===== config.mk =====
export PLATFORM = sky130hd
export DESIGN_NAME = hdmi_packet_scheduler
export DESIGN_NICKNAME = d
export VERILOG_FILES = /design/src/rtl/hdmi_packet_scheduler.sv
export SDC_FILE = /design/constraint.sdc
export NUM_CORES = 1
export LEC_CHECK = 0
export BUFFER_PORTS_ARGS = -buffer_cell sky130_fd_sc_hd__buf_2
export CAP_MARGIN = 25
export CELL_PAD_IN_SITES_DETAIL_PLACEMENT = 0
export CELL_PAD_IN_SITES_GLOBAL_PLACEMENT = 2
export CORE_ASPECT_RATIO = 1.4
export CORE_MARGIN = 2
export CORE_UTILIZATION = 35
export CTS_CLUSTER_DIAMETER = 200
export DETAILED_ROUTE_END_ITERATION = 7
export MAX_ROUTING_LAYER = met4
export PLACE_DENSITY = 0.84
export SYNTH_ARGS = -nofsm -noshare
export SYNTH_HDL_FRONTEND = slang
export SYNTH_SLANG_ARGS = --single-unit

===== constraint.sdc =====
create_clock -name clk_pixel -period 4.2 [get_ports clk_pixel]
set_input_delay 0.63 -clock clk_pixel [delete_from_list [all_inputs] [get_ports clk_pixel]]
set_output_delay 0.63 -clock clk_pixel [all_outputs]
set_load 0.01 [all_outputs]

===== src/rtl/hdmi_packet_scheduler.sv =====
// Data-island packet arbiter: picks the packet type for each hdmi slot,
// schedules InfoFrames per frame and lets urgent audio preempt them.
module hdmi_packet_scheduler #(
  parameter int COUNT_WIDTH        = 4,
  parameter int AUDIO_URGENT_LEVEL = 12,
  parameter int INFOFRAME_PERIOD   = 1,
  parameter bit ENABLE_AVI         = 1'b1
) (
  input  logic                   clk_pixel,
  input  logic                   reset,
  input  logic                   frame_start,
  input  logic                   packet_enable,
  input  logic [COUNT_WIDTH-1:0] remaining,
  output logic [7:0]             packet_type,
  output logic                   audio_pop,
  output logic [2:0]             pending,
  output logic [7:0]             missed_count
);

  localparam logic [COUNT_WIDTH-1:0] URGENT =
    COUNT_WIDTH'(AUDIO_URGENT_LEVEL);
  localparam logic [7:0] FC_LAST = 8'(INFOFRAME_PERIOD - 1);

  localparam logic [7:0] PT_NULL   = 8'h00;
  localparam logic [7:0] PT_ACR    = 8'h01;
  localparam logic [7:0] PT_SAMPLE = 8'h02;
  localparam logic [7:0] PT_AVI    = 8'h82;
  localparam logic [7:0] PT_AIF    = 8'h84;

  localparam int ACR = 0;
  localparam int AVI = 1;
  localparam int AIF = 2;

  logic [7:0] fc;
  logic [7:0] fc_next;
  logic [2:0] pend_set;
  logic [2:0] pend_next;
  logic [7:0] type_next;
  logic       pop_next;
  logic [7:0] missed_next;
  logic       urgent;
  logic       has_audio;

  assign urgent    = remaining >= URGENT;
  assign has_audio = remaining != '0;

  always_comb begin
    fc_next     = fc;
    pend_set    = pending;
    missed_next = missed_count;
    if (frame_start) begin
      fc_next       = (fc == FC_LAST) ? 8'd0 : fc + 8'd1;
      pend_set[ACR] = 1'b1;
      if (fc == 8'd0) begin
        pend_set[AIF] = 1'b1;
        if (ENABLE_AVI) pend_set[AVI] = 1'b1;
      end
      if (pending != 3'b000 && missed_count != 8'hff)
        missed_next = missed_count + 8'd1;
    end
  end

  // Slot sees flags after this cycle's frame_start so a new frame's
  // ACR can be consumed by a coincident slot.
  always_comb begin
    pend_next = pend_set;
    type_next = packet_type;
    pop_next  = 1'b0;
    if (packet_enable) begin
      if (urgent) begin
        type_next = PT_SAMPLE;
        pop_next  = 1'b1;
      end else if (pend_set[ACR]) begin
        type_next      = PT_ACR;
        pend_next[ACR] = 1'b0;
      end else if (pend_set[AVI]) begin
        type_next      = PT_AVI;
        pend_next[AVI] = 1'b0;
      end else if (pend_set[AIF]) begin
        type_next      = PT_AIF;
        pend_next[AIF] = 1'b0;
      end else if (has_audio) begin
        type_next = PT_SAMPLE;
        pop_next  = 1'b1;
      end else begin
        type_next = PT_NULL;
      end
    end
  end

  always_ff @(posedge clk_pixel) begin
    if (reset) begin
      fc           <= 8'd0;
      pending      <= 3'b000;
      missed_count <= 8'd0;
      packet_type  <= PT_NULL;
      audio_pop    <= 1'b0;
    end else begin
      fc           <= fc_next;
      pending      <= pend_next;
      missed_count <= missed_next;
      packet_type  <= type_next;
      audio_pop    <= pop_next;
    end
  end

endmodule


# After elaboration in Yosys (flattened, before gate mapping)
# Cells that the tools add are included.
# classes
n_reduce_logical	6
eq_ne	1
n_shift	0
div	0
n_mux	17
magnitude_cmp	1
multipliers	0
bitwise	1
n_addsub	2
# ops
cell	count
$mux W8	5
$add A8 B1 Y8 const B	2
$mux W3	3
$logic_not A8 Y1	1
$ne A8 B8 Y1 const B	1
$mux W1	6
$mux W2	3
$ge A4 B4 Y1 const B	1
$reduce_bool A4 Y1	1
$reduce_bool A3 Y1	1
$reduce_and A2 Y1	1
$reduce_or A2 Y1	1
$logic_and A1 B1 Y1	1
$not A1 Y1	1
# word_totals
elab_cells	33
mem_bits_rw	0
out_inout_bits	20
register_bits	28
rom_bits	0
inputBits	8
latch_bits	0
memories	0

# Logic depth before layout (Yosys ltp)
# Gate-level depths: netlist of the first run.
# depth
word_depth	7
ltp_mapped	6
depth_no_buf	5

# Worst setup path before layout of the first run
# Ideal clock, no wire load.
# synth_timing
kind	register to register
start	register missed_count[0]
end	register missed_count[2]
period_less_slack_ps	1506
setup_slack_ps	2694
t_required_ps	4077
path_stages_with_launch	5
t_arrival_ps	1383
path_cell_list	dfxtp_1 > ha_1 > and3_1 > a211oi_2 > mux2_1
# synth_between
elab_chain_len	3
elab_cells_between_ends	4
classes_between	add/sub: 1; eq/ne: 1; reduce/logical: 2
# synth_lines
item	line	rtl
start: declaration	17	output logic [7:0] missed_count
start signal: assignment	101	missed_count <= missed_next;
branches (longest 3 deep; another with $add A8 B1 Y8)	--	
# Parallel ways; which one is timed is not known.
# A chain may end at the register's enable or synchronous reset.

# Final worst setup path of the first run
# layout_timing
start	register pending[0]
end	output port pending[0]
# layout_lines
item	line	rtl
start: declaration	16	output logic [2:0] pending,
start signal: assignment	100	pending <= pend_next;
# No word-level cell between the ends.

==> key figures, run 1 <==
Drt
  • Drt via density: 5.28
  • DRC violation count after routing: 0
  • Post-DR wirelength/cell: 14.0 um
  • Via count: 1072
  • Post-DRT Antenna Nets: 0
  • Initial DRC Count: 19
  • Drt total wl: 2850 um
  • DR pass1 iterations: 4

Timing
  • Fin crit share: 39.1%
  • Hold Vio Cnt, Final: 0
  • Count of final setup violators: 0
  • Fin crit period: 1640 ps
  • Slew Limit Fails: 0
  • Fmax achieved: 0.609 GHz
  • RSZ-0062 raised after global routing: no
  • Hold Slack: 475 ps
  • Post-route setup TNS: 0 ps
  • Clock Skews: 4.63 ps

Clocking
  • Postcts setup bufs: 0
  • Total CTS buffers: 3
  • CTS Hold Bufs: 0
  • Clk root buf: clkbuf_8
  • Resized cells post-CTS: 0
  • CTS Buffer Depth: 2
  • TritonCTS clock tree: built
  • H-tree depth: 1
  • Clock-pin slew on the worst setup and hold paths: 90 ps
  • Clock sink total: 24
  • Clock network latency to the later pin of the worst-skew pair: 270 ps

Synthesis
  • FFs w/ async S/R, synth: 0%
  • Top-count cell post-synth: dfxtp_1
  • Most area-hungry cell type in the Yosys netlist: dfxtp_1
  • Synth area leaders: dfxtp_1, a21oi_1, buf_4
  • Sequential share of the synthesized area: 36.8%
  • Seq cells post-synth: 24
  • Mapped Cells: 139
  • Synth top area share: 36.8%
  • Syn. warnings: 0
  • Mapped cell area: 1310 um^2
  • Distinct cell type count after synthesis: 45
  • Avg Inst Size Synth: 9.39 um^2
  • Post-synth top cells: dfxtp_1, nor2_1, a21oi_1, nand2_1, inv_1
  • Ys flop type: dfxtp_1
  • Number of synthesized flops with an enable pin: 0

Setup path
  • CP Cell Sequence: buf_2
  • Worst Path Buf+Inv: 1
  • Crit path arrival time: 1010 ps
  • Worst path required time: 3570 ps
  • Critical path class: reg -> out
  • CP top delay family: flip-flops
  • Delay of the slowest critical-path stage: 540 ps
  • CP endpoint kind: output pin
  • Startpoint Class: flip-flop
  • CP max FO: 7
  • Crit-path slowest cell: dfxtp_1

Finish
  • Share of cells above drive strength 1: 25.5%
  • Antenna fix cells: 0
  • Final cell count without fillers: 203
  • Final #Nets: 173
  • # fillers: 371
  • Area delta synth->final: 15.1%

Place
  • Number of port buffers: 23
  • DP HPWL: 2100 um
  • Final Wtd Congestion: 0.790
  • DP Cell Count: 199

Die
  • Core Footprint: 3610 um^2
  • Die span in x: 55.6 um
  • Num rows: 26
  • Initial Utilization: 36.1%
  • Io pins: 28
  • Die height: 76.3 um
  • Die area: 4240 um^2

Global route
  • Total gr overflow: 0
  • Vias in the first global route: 1058
  • Largest net degree at the start of global routing: 20
  • First-pass GRT wire length: 4900 um
  • Total GRT Usage: 14.5%
  • Initial antenna violation count: 0

Power and ir drop
  • Worst VDD drop: 180 uV
  • Overall Power: 0.514 mW
  • LEAKAGE: 0.602 nW
  • PD cells: 342 nW/um^2

Hold path
  • Min-delay worst type: reg -> reg

Flow run
  • # Max-Cap Violations: 0

Outcome
  • Status: completed
[per-stage QoR]
stage | instance area [um^2] | setup WS, ps | utilization, %
6_report | 1500 | 2560 | 41.6
5_1_grt | 1500 | 2500 | 41.6
4_1_cts | 1500 | 2540 | 41.6
3_5_place_dp | 1430 | 2320 | 39.6
3_3_place_gp | 1430 | 2390 | 39.6
2_1_floorplan | 1320 | 2690 | -
[kinds of logic (layout without fill, tap and decap cells)]
family	after synthesis	count (layout)	share of synthesized area (%)
simple gates	50	50	23.0
compound gates	37	37	23.6
flops	24	24	36.8
buf+inv	15	34	6.04
mux	5	5	4.70
xor+xnor	4	4	2.69
fa+ha+maj	3	3	2.88
other cells	1	4	0.287
[final timing paths]
path | end | cells past startpoint | startpoint | slack [ps]
worst max-delay path | pending[0] | 1 | pending[0]$_SDFF_PP0_ | 2560
worst min-delay path | packet_type[2]$_SDFFE_PP0P_ | 2 | packet_type[2]$_SDFFE_PP0P_ | 480
worst max register to register | missed_count[2]$_SDFFE_PP0P_ | 4 | missed_count[0]$_SDFFE_PP0P_ | 2590
worst min register to register | packet_type[2]$_SDFFE_PP0P_ | 2 | packet_type[2]$_SDFFE_PP0P_ | 480
[where the power goes]
group          internal (mW)  switching [mW]  total [mW]
logic                 0.0260          0.0349      0.0609
registers              0.235          0.0115       0.247
clock network          0.128          0.0785       0.206
total                  0.389           0.125       0.514
[layout make-up]
class,count,area (um^2),share of cell area [%]
Inverter,7,26.3,1.75
Clock inverter,1,30.0,2.00
Clock buffer,3,41.3,2.75
Multi-Input combinational cell,103,757,50.4
Timing Repair Buffer,23,115,7.66
Tap cell,42,52.6,3.50
Sequential cell,24,480,32.0
[sequential cells by signal, indices dropped and copies added, names as in the netlist]
| name | flops |
|---|---|
| missed_count | 8 |
| fc | 8 |
| packet_type | 4 |
| audio_pop | 1 |
| pending | 3 |
[metal layers]
| metal | vias to the layer above | global-route usage, % | share of wire (%) |
|---|---|---|---|
| li1 | 553 | - | - |
| met3 | 5 | 2.21 | 2.0 |
| met4 | 0 | 5.85 | 1.7 |
| met2 | 11 | 25.0 | 52 |
| met5 | - | - | 0 |
| met1 | 503 | 16.5 | 44 |
[layout by cell type, fill, tap and decap left out, types with 5 or more instances in the layout]
master   instances
dfxtp_1         24
buf_2           23
nor2_1          11
a21oi_1          9
nand2_1          8
inv_1            7
nor2b_1          6
or3_1            5
o21ai_0          5
Note: power is estimated with default switching activity, not from simulation.
==> inputs of run 2 (changes only) <==
- CORE_UTILIZATION: 35 -> 32
- PLACE_DENSITY: 0.84 -> 0.78
- clock period: 4.2 -> 1.65 ns (I/O delays scaled with it)
==> run 2 against run 1 <==
Wire length fell by 2.4%; clock power grew 92%; critical path depth grew 3; sequential power rose to 2.5 times the previous value; worst hold slack got worse by 200 ps; via count increased by 1.4%.
==> key figures, run 2 (synthesis results as in run 1) <==
Timing
  • Hold Vio Cnt, Final: 0
  • Fin crit share: 95.0%
  • Count of final setup violators: 0
  • Hold Slack: 277 ps
  • RSZ-0062 raised after global routing: no
  • Clock Skews: 2.76 ps
  • Fin crit period: 1570 ps
  • Fmax achieved: 0.638 GHz
  • Post-route setup TNS: 0 ps
  • Slew Limit Fails: 0

Power and ir drop
  • Worst VDD drop: 437 uV
  • Switch share: 25.5%
  • Internal power: 0.886 mW
  • Clk pwr share: 33.3%
  • PD cells: 780 nW/um^2
  • LEAKAGE: 0.620 nW
  • Comb pwr share: 14.4%
  • Reg power frac: 52.3%
  • NetSw: 0.303 mW

Place
  • Final Wtd Congestion: 0.772
  • DP HPWL: 2150 um
  • Number of port buffers: 23

Drt
  • Initial DRC Count: 42
  • Post-DR wirelength/cell: 13.3 um
  • WL met1: 1170 um
  • Drt via density: 5.20
  • Post-DRT Antenna Nets: 0
  • Met3 wire length: 60 um
  • DRC violation count after routing: 0
  • Drt total wl: 2780 um
  • Via count: 1087
  • DR pass1 iterations: 4
  • Met2 routed WL: 1480 um
  • Highest routing layer actually used: met4

Setup path
  • Startpoint Class: flip-flop
  • RR Endpoint: missed_count[0]$_SDFFE_PP0P_
  • Crit path launch: missed_count[0]$_SDFFE_PP0P_
  • CP endpoint kind: flip-flop
  • R2r setup slk: 80 ps
  • Worst R2R Start: missed_count[0]$_SDFFE_PP0P_
  • Critical path class: reg -> reg
  • Setup crit end: missed_count[0]$_SDFFE_PP0P_
  • Worst path required time: 1810 ps
  • Crit path arrival time: 1730 ps
  • CP max FO: 6
  • Register-to-Register Path Depth: 4

Finish
  • Commonest non-fill, non-tap cell in the layout: dfxtp_1
  • # fillers: 399
  • Share of cells above drive strength 1: 27.7%
  • Largest registers: fc x8, missed_count x8, packet_type x4
  • Antenna fix cells: 0
  • Area delta synth->final: 16.9%
  • Final #Nets: 178
  • Commonest cells after routing, fill and taps aside: dfxtp_1, buf_2, nor2_1

Flow run
  • # Max-Cap Violations: 0

Clocking
  • Resized cells post-CTS: 0
  • CTS Hold Bufs: 0
  • H-tree depth: 1
  • Clk root buf: clkbuf_8
  • Clock-pin slew on the worst setup and hold paths: 80 ps
  • CTS Buffer Depth: 2
  • Clock network latency to the later pin of the worst-skew pair: 260 ps
  • Total CTS buffers: 3
  • TritonCTS clock tree: built
  • Clock sink total: 24
  • Postcts setup bufs: 0

Die
  • Num rows: 27
  • Die height: 79.6 um
  • Core Footprint: 3920 um^2
  • Die area: 4610 um^2
  • Initial Utilization: 33.3%
  • Io pins: 28
  • Die span in x: 58.0 um

Hold path
  • Min-delay worst type: in -> reg

Global route
  • First-pass GRT wire length: 4580 um
  • Vias in the first global route: 1019
  • Largest net degree at the start of global routing: 20
  • Total GRT Usage: 13.1%
  • Initial antenna violation count: 0
  • Total gr overflow: 0

Outcome
  • Status: completed
==> run 2: how the worst min path moves through the flow <==
stage | startpoint | end | slack (ps) | cells past startpoint
3_3_place_gp | packet_type[2]$_SDFFE_PP0P_ | packet_type[2]$_SDFFE_PP0P_ | 460 | 2
3_5_place_dp | packet_type[2]$_SDFFE_PP0P_ | packet_type[2]$_SDFFE_PP0P_ | 470 | 2
4_1_cts | packet_enable | packet_type[2]$_SDFFE_PP0P_ | 270 | 2
5_1_grt | packet_enable | packet_type[2]$_SDFFE_PP0P_ | 290 | 2
6_report | packet_enable | packet_type[2]$_SDFFE_PP0P_ | 280 | 2
2_1_floorplan | packet_enable | packet_type[2]$_SDFFE_PP0P_ | 370 | 1
==> run 2: cell type report <==
cell class              instances  area [um^2]  area share (%)
well taps                      43         53.8            3.53
multi-input cells             103          757            49.6
inverters                       7         26.3            1.72
repair buffers                 28          153            10.0
flip-flops and latches         24          480            31.5
clock buffers                   4         55.1            3.61
==> run 2: per-stage QoR <==
stage	instances	setup slack, ps	cell area [um^2]	utilization [%]	power, mW
2_1_floorplan	142	144	1320	-	0.755
3_3_place_gp	205	132	1470	37.5	0.807
3_5_place_dp	205	93.3	1470	37.5	0.810
4_1_cts	209	79.5	1530	38.9	1.21
5_1_grt	209	3.62	1530	38.9	1.26
6_report	209	82.0	1530	38.9	1.19
==> run 2: layer usage <==
layer | vias to the layer above | GRT usage (%)
met4 | 0 | 7.21
met2 | 17 | 22.3
li1 | 559 | -
met1 | 505 | 14.5
met5 | - | -
met3 | 6 | 1.94
==> run 2: critical path, stage by stage, from the launching register on <==
cell     delay, ps
dfxtp_1        360
ha_1           280
and3_1         280
a21oi_2        220
mux2_4         320
==> run 2: power by group through the flow <==
stage	logic (mW)	clock network, mW	registers (mW)
global route	0.190	0.442	0.626
global placement	0.174	0	0.634
CTS	0.175	0.417	0.622
detailed placement	0.175	0	0.635
finish	0.171	0.396	0.622
floorplan	0.110	0	0.644
